## config.mk

```make
export PLATFORM = sky130hd
export DESIGN_NAME = debug_reg_dumper
export DESIGN_NICKNAME = d
export VERILOG_FILES = /design/src/rtl/debug_reg_dumper.sv
export SDC_FILE = /design/constraint.sdc
export NUM_CORES = 1
export LEC_CHECK = 0
export BUFFER_PORTS_ARGS = -buffer_cell sky130_fd_sc_hd__buf_2
export CORE_UTILIZATION = 49
export DETAILED_ROUTE_END_ITERATION = 7
export GPL_ROUTABILITY_DRIVEN = 0
export MAX_ROUTING_LAYER = met4
export PLACE_DENSITY_LB_ADDON = 0.12
export SETUP_SLACK_MARGIN = 0.3
export SLEW_MARGIN = 5
export SYNTH_ARGS = -nofsm -noshare
export SYNTH_HDL_FRONTEND = slang
export SYNTH_SLANG_ARGS = --single-unit
```

## constraint.sdc

```tcl
create_clock -name i_clk -period 2.2 [get_ports i_clk]
set_input_delay 0.22 -clock i_clk [delete_from_list [all_inputs] [get_ports i_clk]]
set_output_delay 0.22 -clock i_clk [all_outputs]
set_load 0.005 [all_outputs]
```

## src/rtl/debug_reg_dumper.sv

```systemverilog
// Debug register dumper: halts the pipeline, walks the register bank through the
// decode debug read port and streams a framed, MSB-first byte dump to the TX path.
module debug_reg_dumper #(
    parameter int          NUM_REGS    = 32,
    parameter int          ADDR_WIDTH  = 5,
    parameter int          DATA_WIDTH  = 32,
    parameter logic [7:0]  HEADER_BYTE = 8'hA5,
    parameter int          AUTO_DUMP   = 1
) (
    input  logic                  i_clk,
    input  logic                  i_reset,
    input  logic                  i_start,
    input  logic                  i_program_end,
    input  logic [DATA_WIDTH-1:0] i_reg_content,
    output logic [ADDR_WIDTH-1:0] o_reg_read,
    output logic                  o_halt,
    output logic [7:0]            o_tx_data,
    output logic                  o_tx_valid,
    input  logic                  i_tx_ready,
    output logic                  o_busy,
    output logic                  o_done
);

    localparam int NUM_BYTES = DATA_WIDTH / 8;
    localparam int CNT_WIDTH = (NUM_BYTES > 1) ? $clog2(NUM_BYTES) : 1;

    typedef enum logic [2:0] {
        IDLE   = 3'd0,
        SETTLE = 3'd1,
        HEADER = 3'd2,
        LOAD   = 3'd3,
        SEND   = 3'd4,
        DONE   = 3'd5
    } state_t;

    state_t                state_r;
    state_t                state_n;
    logic [ADDR_WIDTH-1:0] index_r;
    logic [ADDR_WIDTH-1:0] index_n;
    logic [ADDR_WIDTH-1:0] reg_read_n;
    logic [DATA_WIDTH-1:0] shift_r;
    logic [DATA_WIDTH-1:0] shift_n;
    logic [CNT_WIDTH-1:0]  cnt_r;
    logic [CNT_WIDTH-1:0]  cnt_n;
    logic [7:0]            tx_data_n;
    logic                  tx_valid_n;
    logic                  halt_n;
    logic                  busy_n;
    logic                  done_n;
    logic                  pend_prev_r;

    logic                  pend_rise_s;
    logic                  trigger_s;
    logic                  handshake_s;
    logic                  last_reg_s;
    logic [DATA_WIDTH-1:0] shifted_s;
    logic [7:0]            next_byte_s;

    // Only the rising edge of program-end counts, so a level held high never retriggers.
    assign pend_rise_s = (AUTO_DUMP != 0) && i_program_end && !pend_prev_r;
    assign trigger_s   = i_start || pend_rise_s;
    assign handshake_s = o_tx_valid && i_tx_ready;
    assign last_reg_s  = (index_r == ADDR_WIDTH'(NUM_REGS - 1));
    assign shifted_s   = shift_r << 4'd8;
    assign next_byte_s = shifted_s[DATA_WIDTH-1 -: 8];

    // Next-state and next-output decode; every output is registered from these values.
    always_comb begin
        state_n    = state_r;
        index_n    = index_r;
        reg_read_n = o_reg_read;
        shift_n    = shift_r;
        cnt_n      = cnt_r;
        tx_data_n  = o_tx_data;
        tx_valid_n = o_tx_valid;
        halt_n     = o_halt;
        busy_n     = o_busy;
        done_n     = 1'b0;

        case (state_r)
            IDLE: begin
                if (trigger_s) begin
                    state_n    = SETTLE;
                    halt_n     = 1'b1;
                    busy_n     = 1'b1;
                    index_n    = {ADDR_WIDTH{1'b0}};
                    reg_read_n = {ADDR_WIDTH{1'b0}};
                end else begin
                    state_n    = IDLE;
                end
            end
            SETTLE: begin
                // Decode switches its read mux this cycle; header goes out next.
                state_n    = HEADER;
                tx_data_n  = HEADER_BYTE;
                tx_valid_n = 1'b1;
            end
            HEADER: begin
                if (handshake_s) begin
                    state_n    = LOAD;
                    tx_valid_n = 1'b0;
                end else begin
                    state_n    = HEADER;
                end
            end
            LOAD: begin
                state_n    = SEND;
                shift_n    = i_reg_content;
                cnt_n      = CNT_WIDTH'(NUM_BYTES - 1);
                tx_data_n  = i_reg_content[DATA_WIDTH-1 -: 8];
                tx_valid_n = 1'b1;
            end
            SEND: begin
                if (handshake_s) begin
                    if (cnt_r == {CNT_WIDTH{1'b0}}) begin
                        tx_valid_n = 1'b0;
                        if (last_reg_s) begin
                            state_n = DONE;
                            done_n  = 1'b1;
                        end else begin
                            state_n    = LOAD;
                            index_n    = index_r + ADDR_WIDTH'(1);
                            reg_read_n = o_reg_read + ADDR_WIDTH'(1);
                        end
                    end else begin
                        // Next byte is presented immediately, no bubble.
                        shift_n   = shifted_s;
                        tx_data_n = next_byte_s;
                        cnt_n     = cnt_r - CNT_WIDTH'(1);
                    end
                end else begin
                    state_n = SEND;
                end
            end
            DONE: begin
                state_n    = IDLE;
                halt_n     = 1'b0;
                busy_n     = 1'b0;
                index_n    = {ADDR_WIDTH{1'b0}};
                reg_read_n = {ADDR_WIDTH{1'b0}};
                tx_valid_n = 1'b0;
            end
            default: begin
                state_n    = IDLE;
                halt_n     = 1'b0;
                busy_n     = 1'b0;
                index_n    = {ADDR_WIDTH{1'b0}};
                reg_read_n = {ADDR_WIDTH{1'b0}};
                tx_valid_n = 1'b0;
            end
        endcase
    end

    // State, datapath and output registers; reset abandons any dump in progress.
    always_ff @(posedge i_clk or posedge i_reset) begin
        if (i_reset) begin
            state_r     <= IDLE;
            index_r     <= {ADDR_WIDTH{1'b0}};
            shift_r     <= {DATA_WIDTH{1'b0}};
            cnt_r       <= {CNT_WIDTH{1'b0}};
            pend_prev_r <= 1'b0;
            o_reg_read  <= {ADDR_WIDTH{1'b0}};
            o_tx_data   <= 8'h00;
            o_tx_valid  <= 1'b0;
            o_halt      <= 1'b0;
            o_busy      <= 1'b0;
            o_done      <= 1'b0;
        end else begin
            state_r     <= state_n;
            index_r     <= index_n;
            shift_r     <= shift_n;
            cnt_r       <= cnt_n;
            pend_prev_r <= i_program_end;
            o_reg_read  <= reg_read_n;
            o_tx_data   <= tx_data_n;
            o_tx_valid  <= tx_valid_n;
            o_halt      <= halt_n;
            o_busy      <= busy_n;
            o_done      <= done_n;
        end
    end

endmodule

```

# Word-level counts from Yosys, hierarchy flattened
# Index checks and enable logic that the tools add are counted.
[word_totals] out_inout_bits=17 ff_bits=51
[classes] eq_ne=12 n_addsub=3 n_reduce_logical=16 bitwise_logic=3 n_mux=34
[op_table] cell="$mux W24" n=2
[op_table] cell="$pmux W24 S2" n=1
[op_table] cell="$mux W5" n=7
[op_table] cell="$pmux W5 S3" n=2
[op_table] cell="$pmux W8 S3" n=1
[op_table] cell="$mux W8" n=2
[op_table] cell="$pmux W3 S5" n=1
[op_table] cell="$ne A2 B2 Y1 const B" n=6
[op_table] cell="$add A5 B1 Y5 const B" n=2
[op_table] cell="$mux W1" n=10
[op_table] cell="$mux W3" n=3
[op_table] cell="$eq A3 B2 Y1 const B" n=2
[op_table] cell="$reduce_and A3 Y1" n=2
[op_table] cell="$eq A5 B5 Y1 const B" n=1
[op_table] cell="$reduce_and A5 Y1" n=1
[op_table] cell="$mux W2" n=2
[op_table] cell="$pmux W1 S4" n=1
[op_table] cell="$pmux W2 S2" n=1
[op_table] cell="$reduce_and A4 Y1" n=1
[op_table] cell="$reduce_or A4 Y1" n=1
[op_table] cell="$eq A3 B1 Y1 const B" n=1
[op_table] cell="$eq A3 B3 Y1 const B" n=1
[op_table] cell="$logic_not A3 Y1" n=1
[op_table] cell="$ne A3 B3 Y1 const B" n=1
[op_table] cell="other kinds (12)" n=15

# Logic depth before layout (Yosys ltp)
# Gate-level depths: netlist of run 1.
[depth] ltp_word=5 depth_mapped=9

# Worst setup path after synthesis of run 1
# No wires, ideal clock.
[synth_timing] path_kind="register -> register" start="register index_r[0]" end="register index_r[2]" synth_period_minus_slack_ns=1.999 slack_ns=0.201 n_path_buf=2 setup_ns=0.082 t_arrival_ns=1.917 stages_incl_launch_ff=10 cell_sequence="dfrtp_1 ha_1 and3_1 ha_1 and4b_1 clkbuf_1 and2_1 clkbuf_1 a21oi_1 a31oi_1"
[synth_between] elab_chain_cells=5
[synth_lines] element="start, declared" line_no="38" rtl="logic [ADDR_WIDTH-1:0] index_r;"
[synth_lines] element="start signal, assigned" line_no="158" rtl="index_r <= {ADDR_WIDTH{1'b0}};"
[synth_lines] element="start signal, assigned" line_no="170" rtl="index_r <= index_n;"
[synth_lines] element="$add A5 B1 Y5" line_no="122" rtl="index_n = index_r + ADDR_WIDTH'(1);"
[synth_lines] element="$mux W5" line_no="117" rtl="if (last_reg_s) begin"
[synth_lines] element="$mux W5" line_no="115" rtl="if (cnt_r == {CNT_WIDTH{1'b0}}) begin"
[synth_lines] element="$mux W5" line_no="114" rtl="if (handshake_s) begin"
[synth_lines] element="$pmux W5 S3" line_no="80" rtl="case (state_r)"
# Parallel ways exist; a longest one is shown, timed or not. The select of a mux whose other input is x is not followed.
# A chain may end at the register's enable or synchronous reset.

# Worst setup path after layout of run 1
[layout_timing] start="register index_r[1]" end="register index_r[3]"
# The elaborated chain is that of the path after synthesis.

==> key figures, run 1 <==
Worst hold path
  – Worst Hold End: pend_prev_r
  – Hold Crit Start: i_program_end
  – Min-Delay Path Class: in -> reg
  – Worst hold stages: 1

Route
  – WL met3: 252 µm
  – Post-DRT Antenna Nets: 0
  – Met2 WL: 2350 µm
  – Drt initial violations: 139
  – DRT Pass-1 Iters: 4
  – DRC: 0
  – Via density: 5.31
  – Metal1 wirelength: 2710 µm
  – Via count: 1993
  – WL final: 5370 µm
  – Average wire per standard cell: 14.3 µm
  – DR top layer: met4

Place
  – DP HPWL: 3250 µm
  – Port Buffers: 53
  – Dpl cells: 349

Final layout
  – Fill cell count: 393
  – Number of antenna diodes: 0
  – Finished Layout Cells: 375
  – # nets final: 350
  – Layout area overhead: 27.0%
  – Share of layout cells above drive strength 1: 37.3%

Pwr
  – Pwr Density: 1150 mW/mm²
  – Clock share of power: 17.9%
  – Share of power burned in registers: 41.8%
  – Leak: 1.51 nW
  – Sw Share: 34.1%
  – IR drop worst, VDD: 477 µV
  – Int Power: 2.34 mW
  – Comb pwr share: 40.3%
  – P_sw: 1.21 mW

Global route
  – Gr usage total: 20.9%
  – Overflow after GRT: 0
  – First-pass GRT wire length: 8140 µm
  – Pin count of the biggest net entering global routing: 52
  – Antenna violations before repair: 0
  – Vias in the first global route: 1752

Status
  – Status: completed

Synthesis
  – Yosys cell types: 39
  – Main synth FF type: dfrtp_1
  – Post-synth top cells: dfrtp_1 (51), nand2_1 (45), a31oi_1 (21), nor2_1 (19), a22o_1 (16)
  – Syn Nets: 279
  – Yosys reg bits: 51
  – Top cell type's share of synthesized area: 52.6%
  – Cell count after synthesis: 237
  – Syn Area/Cell: 10.2 µm²
  – Ys Warns: 0
  – Cell taking the most area after synthesis: dfrtp_1
  – Area of the mapped netlist: 0.00242 mm²
  – Most numerous cell in the Yosys netlist: dfrtp_1
  – Number of synthesized flops with an enable pin: 0
  – Register area share after synthesis: 52.6%
  – Asr flop ratio synth: 100%
  – Synth area leaders: dfrtp_1 (53%), nand2_1 (7.0%), a22o_1 (5.8%)

Worst setup path
  – Worst reg2reg startpoint: index_r[1]
  – FF-to-FF setup slack: 0.32 ns
  – Crit path arrival time: 2.10 ns
  – CP Capture Type: flop
  – WS Path Type: reg -> reg
  – Critical Path RT: 2.43 ns
  – Max FO, Critical Path: 7
  – Worst setup path start: index_r[1]
  – Reg-to-Reg End: index_r[3]
  – CP Launch Type: flop
  – Worst R2R Path Depth: 7

Floorplanning
  – Core footprint: 0.00475 mm²
  – Initial Util: 51.0%
  – Die Area: 0.00523 mm²
  – Num rows: 25
  – Io pins: 54
  – Die extent in y: 72.3 µm
  – Die width: 72.3 µm

STA
  – Setup Skew: 0.00599 ns
  – Max-slew violations: 0
  – Relative slew slack: 56.7%
  – Worst slew pin tran: 0.649 ns
  – Crit share post-route: 85.4%
  – Setup violators final: 0
  – Final Hold Viols: 0
  – Tmin final: 1.88 ns
  – RSZ-0062 raised after global routing: yes
  – Fin Setup TNS: 0 ns
  – Peak Freq: 0.532 GHz

Clock tree
  – Total CTS buffers: 5
  – Worst-Skew Late Latency: 0.30 ns
  – TritonCTS clock tree: done
  – Sink Count: 51
  – CTS clk-pin slew, worst paths: 0.09 ns
  – Root buf cell: clkbuf_8
  – CTS H-Tree Depth: 2
  – Worst-case clock buffer depth: 2

Run
  – Max-Cap Viols: 0
[power groups by stage]
| stage | Combinational (mW) | Clock (mW) | Sequential [mW] |
|---|---|---|---|
| after global placement | 1.18 | 0 | 1.49 |
| after global routing | 1.60 | 0.678 | 1.52 |
| final | 1.43 | 0.634 | 1.48 |
| after detailed placement | 1.20 | 0 | 1.50 |
| after CTS | 1.22 | 0.645 | 1.48 |
| after floorplan | 0.947 | 0 | 1.43 |
[registers in the layout, summed over array words and instances, names as in the netlist]
register / flops
state_r: 3
shift_r: 24
pend_prev_r: 1
index_r: 5
o_tx_valid: 1
o_reg_read: 5
cnt_r: 2
o_busy: 1
o_done: 1
o_tx_data: 8
[worst max-delay path: stages (launching register included)]
cell and delay [ns]:
dfrtp_1 0.40, ha_2 0.20, and3_4 0.19, ha_4 0.15
and4b_2 0.37, nand4_1 0.14, o21ba_2 0.23, a31oi_1 0.13
[cells by family after synthesis]
logic type / share of synthesized area, %
buffers and inverters: 5.68
multiplexers: 5.06
AND/OR/NAND/NOR: 14.9
adder cells (fa/ha/maj): 2.58
flip-flops: 52.6
AO/OA/AOI/OAI: 18.8
XOR/XNOR: 0.361
[worst max-delay path by stage]
stage               endpoint  slack (ns)  cells past startpoint
2_1_floorplan   o_tx_data[1]        0.25                      6
3_3_place_gp   o_reg_read[2]        0.23                      7
3_5_place_dp   o_reg_read[2]        0.16                      7
4_1_cts          shift_r[16]        0.31                      6
5_1_grt           index_r[3]        0.23                      7
6_report          index_r[3]        0.32                      7
[repair_timing]
item | 4_1_cts | 5_1_grt
resized for setup | 5 | 16
gates cloned | 0 | 4
endpoints found under the setup margin | 19 | 28
hold buffers | 0 | 0
buffers inserted | 2 | 13
pin swaps | 1 | 6
[per-stage QoR]
step                      setup slack, ns  power, mW  utilization (%)  instance area [µm²]  hold WS (ns)
after global placement              0.226       2.66             58.0                 2760         0.340
after CTS                           0.306       3.34             60.8                 2890        0.0281
after global routing                0.229       3.80             64.8                 3080        0.0316
final                               0.321       3.54             64.8                 3080        0.0320
after detailed placement            0.164       2.70             58.0                 2760         0.345
after floorplan                     0.255       2.38                -                 2430         0.251
[cell usage in the layout (no fill, tap or decap), drive strengths merged]
master	n
xnor2	1
nand4	4
o31ai	3
o21a	1
and3	1
ha	5
o221a	2
and4b	1
nand3b	1
dfrtp	51
mux2	6
buf	80
or3	1
a31oi	21
or3b	1
o21ba	3
bufinv	1
nand3	1
o22a	1
a21oi	4
or2	1
mux2i	4
o22ai	5
clkbuf	7
nor3	1
a22o	16
nor2	19
and2	2
o21ai	5
nor2b	1
nor3b	2
inv	11
nand2	45
[cell type report]
cell class	count	area (µm²)	share of cell area [%]
tap	67	83.8	2.72
clock buffer	6	72.6	2.36
clock inverter	1	30.0	0.975
multi-input combinational	158	1050	34.2
inverter	11	41.3	1.34
timing repair buffer	81	518	16.8
sequential	51	1280	41.6
[layer usage]
| metal | global-route usage, % | vias up |
|---|---|---|
| met1 | 28.5 | 952 |
| met5 | - | - |
| li1 | - | 982 |
| met3 | 4.17 | 7 |
| met2 | 31.4 | 52 |
| met4 | 6.54 | 0 |
Note: power is estimated with default switching activity, not from simulation.
==> run 2: changes to the inputs <==
--- a/config.mk
+++ b/config.mk
@@ -6,7 +6,7 @@
 export NUM_CORES = 1
 export LEC_CHECK = 0
 export BUFFER_PORTS_ARGS = -buffer_cell sky130_fd_sc_hd__buf_2
-export CORE_UTILIZATION = 49
+export CORE_UTILIZATION = 54
 export DETAILED_ROUTE_END_ITERATION = 7
 export GPL_ROUTABILITY_DRIVEN = 0
 export MAX_ROUTING_LAYER = met4
==> run 2 against run 1 <==
  * Final cell count down 5.9%
  * Count of clock-buffer cells in the layout unchanged
  * Clock skew up 0.00075 ns
  * Final area down 3.5%
  * First-iteration DRC count down 17%
  * Critical path depth unchanged
  * Routed wire length down 5.1%
  * Combinational power down 8%
  * Core utilization up 4.0 points
  * Die area down 9.0%
  * Worst setup slack better by 0.0068 ns
  * Hold slack worse by 0.00054 ns
  * Critical path type unchanged
==> key figures, run 2 (same netlist as run 1, synthesis figures left out) <==
STA
  – Relative slew slack: 68.5% (+12 points)
  – Setup violators final: 0 (unchanged)
  – Tmin final: 1.87 ns (-0.00682 ns)
  – Peak Freq: 0.534 GHz (+0.36%)
  – Max-slew violations: 0 (unchanged)
  – Final Hold Viols: 0 (unchanged)
  – Crit share post-route: 85.1% (-0.31 points)
  – Post-route setup slack: 0.328 ns (+0.00682 ns)
  – Worst slew pin tran: 0.472 ns (-0.177 ns)
  – Setup Skew: 0.00674 ns (+0.000751 ns)
  – Fin Setup TNS: 0 ns (unchanged)
  – RSZ-0062 raised after global routing: yes

Worst setup path
  – Critical Path RT: 2.43 ns (about the same)
  – Max FO, Critical Path: 7 (unchanged)
  – Top delay family on crit path: simple AND/OR/NAND/NOR gates
  – CP max-delay cell: dfrtp_1
  – Worst reg2reg startpoint: index_r[1]
  – CP max stage delay: 0.40 ns (about the same)
  – CP bufs+invs: 0 (unchanged)
  – Worst setup path start: index_r[1]
  – Crit path arrival time: 2.10 ns (about the same)
  – WS Path Type: reg -> reg
  – CP Capture Type: flop
  – CP Launch Type: flop
  – Critical path cell sequence: ha_2 -> and3_4 -> ha_4 -> and4b_2 -> nand4_1 -> o21ba_2 -> a31oi_1

Clock tree
  – Sink Count: 51 (unchanged)
  – Total CTS buffers: 5 (unchanged)
  – TritonCTS clock tree: done
  – CTS H-Tree Depth: 2 (unchanged)
  – Worst-Skew Late Latency: 0.31 ns (about the same)
  – Worst-case clock buffer depth: 2 (unchanged)
  – CTS clk-pin slew, worst paths: 0.09 ns (about the same)
  – Root buf cell: clkbuf_8

Final layout
  – Fill cell count: 369 (-6.1%)
  – Most common cell after layout, fill and taps aside: buf_2
  – FF/Latch Area: 0.00128 mm² (-0.29%)
  – Most frequent cells in the layout: buf_2 (53), dfrtp_1 (51), nand2_1 (45)
  – Share of layout cells above drive strength 1: 34.2% (-3.1 points)
  – # nets final: 342 (-2.3%)
  – Layout area overhead: 22.5%
  – Number of antenna diodes: 0 (unchanged)
  – Most flops, register: shift_r
  – Multi-input gate area: 0.00105 mm² (unchanged)
  – Largest register FFs: 24 (unchanged)
  – Top Registers: shift_r x24, o_tx_data x8

Global route
  – Antenna violations before repair: 0 (unchanged)
  – Gr usage total: 23.9% (+3.1 points)
  – First-pass GRT wire length: 8900 µm (+9.3%)
  – Pin count of the biggest net entering global routing: 33 (-37%)
  – Overflow after GRT: 0 (unchanged)
  – Vias in the first global route: 1894 (+8.1%)

Floorplanning
  – Io pins: 54 (unchanged)
  – Initial Util: 56.1% (+5.1 points)
  – Num rows: 24 (-4.0%)
  – Die Area: 0.00476 mm² (-9.0%)
  – Die width: 69.0 µm (-4.6%)
  – Die extent in y: 69.0 µm (-4.6%)
  – Core footprint: 0.00432 mm² (-9.1%)

Place
  – Worst slack at placement: 0.131 ns (-0.0337 ns)
  – Port Buffers: 53 (unchanged)
  – DP HPWL: 3490 µm (+7.3%)

Route
  – Via count: 1969 (-1.2%)
  – Average wire per standard cell: 14.4 µm (+0.83%)
  – WL final: 5100 µm (-5.1%)
  – Drt initial violations: 116 (-17%)
  – DRT Pass-1 Iters: 4 (unchanged)
  – Via density: 5.58 (+5.0%)
  – Post-DRT Antenna Nets: 0 (unchanged)
  – DRC: 0 (unchanged)

Worst hold path
  – Hold Crit Start: i_program_end
  – Min-Delay Path Class: in -> reg

Status
  – Status: completed

Pwr
  – Pwr Density: 1160 mW/mm² (+0.43%)
  – Leak: 1.46 nW (-3.1%)
  – IR drop worst, VDD: 517 µV (+8.5%)
  – Post-layout total power: 3.43 mW (-3.1%)

Run
  – Max-Cap Viols: 0 (unchanged)
[run 2: changes by cell type in the layout (fill, tap and decap cells not counted), moves of 2 or more]
cell | before | now
buf_6 | 4 | 0
dfrtp_1 | 48 | 51
dfrtp_2 | 3 | 0
buf_4 | 21 | 19
[run 2: cell type report]
| cell class | count | share of cell area, % |
|---|---|---|
| clock buffer | 6 | 2.78 |
| multi-input combinational | 158 | 35.5 |
| sequential | 51 | 42.9 |
| timing repair buffer | 73 | 14.1 |
| clock inverter | 2 | 1.18 |
| tap | 52 | 2.19 |
| inverter | 11 | 1.39 |
[run 2: what timing repair did]
| item | in CTS | in global routing |
|---|---|---|
| pin swaps | 2 | 4 |
| hold buffers | 1 | 0 |
| endpoints found under the setup margin | 10 | 18 |
| buffers inserted | 2 | 8 |
| hold endpoints to repair | 20 | 0 |
| cloned | 0 | 0 |
| gates resized for setup | 4 | 3 |
[run 2: layer usage]
metal / GRT usage [%] / routed length (µm) / up-vias / share of wire, %
li1: - / - / 959 / -
met1: 33.0 / 2470 / 951 / 48
met2: 35.1 / 2320 / 51 / 45
met3: 5.41 / 232 / 8 / 4.5
met4: 8.16 / 82 / 0 / 1.6
met5: - / 0 / - / 0
[run 2: worst paths after layout]
check | endpoint | cells after the start | slack, ns
worst max-delay path | index_r[3] | 7 | 0.33
worst min-delay path | pend_prev_r | 1 | 0.03
worst max register to register | index_r[3] | 7 | 0.33
worst min register to register | o_reg_read[4] | 1 | 0.49
max in group asynchronous | o_tx_data[1] | 4 | 1.16
min in group asynchronous | index_r[3] | 3 | 0.47
[run 2: report_power, final]
part / switching [mW] / internal [mW] / total [mW]
clock network: 0.303 / 0.368 / 0.671
registers: 0.185 / 1.27 / 1.45
logic: 0.684 / 0.628 / 1.31
[run 2: per-stage QoR]
| step | utilization (%) | area (µm²) | hold WS [ns] | instances |
|---|---|---|---|---|
| 2_1_floorplan | - | 2430 | 0.251 | 237 |
| 3_3_place_gp | 63.4 | 2740 | 0.260 | 334 |
| 3_5_place_dp | 63.4 | 2740 | 0.263 | 334 |
| 4_1_cts | 66.9 | 2890 | 0.0238 | 345 |
| 5_1_grt | 68.7 | 2970 | 0.0208 | 353 |
| 6_report | 68.7 | 2970 | 0.0315 | 353 |
[run 2: worst register-to-register path: cells and delay by family, from the launching register on]
family	cells	cell delay, ns
compound gates	2	0.38
flops	1	0.40
simple gates	3	0.68
fa+ha+maj	2	0.35
==> run 3: changes to the inputs <==
--- a/config.mk
+++ b/config.mk
@@ -6,7 +6,8 @@
 export NUM_CORES = 1
 export LEC_CHECK = 0
 export BUFFER_PORTS_ARGS = -buffer_cell sky130_fd_sc_hd__buf_2
-export CORE_UTILIZATION = 54
+export CORE_UTILIZATION = 56
+export CTS_BUF_LIST = sky130_fd_sc_hd__clkbuf_8
 export DETAILED_ROUTE_END_ITERATION = 7
 export GPL_ROUTABILITY_DRIVEN = 0
 export MAX_ROUTING_LAYER = met4
==> run 3 against run 2 <==
  * Non-clock buffer count decreased by 1
  * Sequential cell count did not move
  * Count of clock-buffer cells in the layout decreased by 1
  * Die area down 3.5%
  * First-iteration DRC count up 34%
  * Final cell count is 1.1% lower
  * Clock skew is 0.0015 ns lower
==> key figures, run 3 (same netlist as run 1, synthesis figures left out) <==
Place
  – Port Buffers: 53 (unchanged)
  – DP HPWL: 3250 µm (-6.7%)

Pwr
  – Pwr Density: 1170 mW/mm² (+0.93%)
  – Leak: 1.46 nW (-0.37%)
  – Share of power burned in registers: 42.5% (+0.2 points)
  – Sw Share: 34.6% (+0.46 points)
  – IR drop worst, VDD: 511 µV (-1.2%)
  – Comb pwr share: 39.2% (+1.0 points)
  – P_sw: 1.20 mW (+2.3%)
  – Clock share of power: 18.3% (-1.2 points)
  – Post-layout total power: 3.47 mW (+0.93%)
  – Int Power: 2.27 mW (+0.22%)

Route
  – DRC: 0 (unchanged)
  – Drt initial violations: 156 (+34%)
  – Post-DRT Antenna Nets: 0 (unchanged)
  – WL final: 5360 µm (+5.1%)
  – Average wire per standard cell: 15.4 µm (+6.3%)
  – Via density: 5.60 (+0.38%)
  – Via count: 1954 (-0.76%)
  – DRT Pass-1 Iters: 4 (unchanged)

STA
  – RSZ-0062 raised after global routing: yes
  – Fin Setup TNS: 0 ns (unchanged)
  – Final Hold Viols: 0 (unchanged)
  – Peak Freq: 0.536 GHz (+0.35%)
  – Relative slew slack: 58.4% (-10 points)
  – Setup Skew: 0.00529 ns (-0.00146 ns)
  – Worst slew pin tran: 0.623 ns (+0.152 ns)
  – Crit share post-route: 84.8% (-0.30 points)
  – Max-slew violations: 0 (unchanged)
  – Tmin final: 1.87 ns (-0.00653 ns)
  – Setup violators final: 0 (unchanged)

Global route
  – Met3 global-route usage: 5.24% (-0.17 points)
  – Gr usage total: 24.5% (+0.58 points)
  – Overflow after GRT: 0 (unchanged)
  – Met1 usage: 34.2% (+1.2 points)
  – First-pass GRT wire length: 8000 µm (-10%)
  – Met2 usage: 35.3% (+0.21 points)
  – Vias in the first global route: 1712 (-9.6%)
  – Busiest layer in global routing: met2
  – Pin count of the biggest net entering global routing: 52 (+58%)
  – Antenna violations before repair: 0 (unchanged)

Final layout
  – Top Registers: shift_r x24, o_tx_data x8
  – Number of antenna diodes: 0 (unchanged)
  – Most flops, register: shift_r
  – # nets final: 341 (-0.29%)
  – Most frequent cells in the layout: buf_2 (54), dfrtp_1 (50), nand2_1 (45)
  – Most common cell after layout, fill and taps aside: buf_2
  – Share of layout cells above drive strength 1: 34.8% (+0.56 points)
  – Layout area overhead: 22.5% (unchanged)
  – Largest register FFs: 24 (unchanged)

Clock tree
  – TritonCTS clock tree: done
  – Root buf cell: clkbuf_8
  – CTS clk-pin slew, worst paths: 0.09 ns (about the same)
  – CTS H-Tree Depth: 2 (unchanged)
  – Worst-Skew Late Latency: 0.30 ns (about the same)
  – Total CTS buffers: 5 (unchanged)
  – Worst-case clock buffer depth: 2 (unchanged)
  – Sink Count: 51 (unchanged)

Worst setup path
  – Critical Path RT: 2.39 ns (-0.04 ns)
  – WS Path Type: reg -> reg
  – FF-to-FF setup slack: 0.33 ns (about the same)
  – CP Capture Type: flop
  – Crit path arrival time: 2.06 ns (-0.04 ns)
  – CP Launch Type: flop
  – Max FO, Critical Path: 7 (unchanged)

Run
  – Max-Cap Viols: 0 (unchanged)

Floorplanning
  – Num rows: 23 (-4.2%)
  – Die Area: 0.00460 mm² (-3.5%)
  – Io pins: 54 (unchanged)
  – Core footprint: 0.00409 mm² (-5.5%)
  – Initial Util: 59.3% (+3.3 points)
  – Die width: 67.8 µm (-1.7%)
  – Die extent in y: 67.8 µm (-1.7%)

Status
  – Status: completed

Worst hold path
  – Min-Delay Path Class: in -> reg
==> run 3: cell count changes in the layout (fill, tap and decap cells not counted), sizes merged <==
cell | before | now
clkbuf | 6 | 5
clkinvlp | 0 | 1
dlygate4sd3 | 1 | 0
clkinv | 1 | 0
==> run 3: final cells by class <==
cell class | instances | area [µm²]
multi-input combinational | 158 | 1050
clock buffer | 5 | 68.8
fill | 325 | 1110
timing repair buffer | 72 | 433
sequential | 51 | 1280
inverter | 11 | 41.3
clock inverter | 2 | 37.5
tap | 50 | 62.6
==> run 3: worst max-delay path, cell delays in order, from the launching register on <==
cell and delay (ns):
dfrtp_1 0.39, ha_2 0.20, and3_4 0.19, ha_4 0.15, and4b_2 0.36, o21ai_1 0.16, mux2_2 0.31
==> run 3: timing repair <==
action / CTS / global route
endpoints found under the setup margin: 11 / 28
gates resized for setup: 4 / 15
buffers inserted: 2 / 6
gates cloned: 0 / 3
pin swaps: 1 / 3
hold buffers: 0 / 0
==> run 3: layer usage <==
metal / part of all wire, % / up-vias
met2: 46 / 63
met4: 2.2 / 0
met3: 6.2 / 13
li1: - / 955
met5: 0 / -
met1: 46 / 923
==> run 3: final timing paths <==
kind | from | endpoint | cells after the start
worst max-delay path | index_r[0] | index_r[0] | 6
worst min-delay path | i_program_end | pend_prev_r | 1
worst max register to register | index_r[0] | index_r[0] | 6
worst min register to register | index_r[3] | index_r[3] | 1
max in group asynchronous | i_reset | state_r[1] | 3
min in group asynchronous | i_reset | o_reg_read[2] | 3
==> run 3: power by group through the flow <==
stage	logic (mW)	clock network, mW	registers, mW
finish	1.36	0.634	1.47
global route	1.52	0.692	1.52
CTS	1.23	0.648	1.47
detailed placement	1.21	0	1.48
global placement	1.18	0	1.47
floorplan	0.947	0	1.43
==> run 3: per-stage QoR <==
| stage | hold WS (ns) | worst slack [ns] | utilization (%) | std cells | cell area, µm² |
|---|---|---|---|---|---|
| 6_report | 0.0357 | 0.335 | 72.7 | 349 | 2970 |
| 5_1_grt | 0.0256 | 0.226 | 72.7 | 349 | 2970 |
| 4_1_cts | 0.0257 | 0.302 | 70.0 | 340 | 2860 |
| 3_5_place_dp | 0.346 | 0.181 | 66.8 | 331 | 2730 |
| 3_3_place_gp | 0.340 | 0.246 | 66.8 | 331 | 2730 |
| 2_1_floorplan | 0.251 | 0.255 | - | 237 | 2430 |
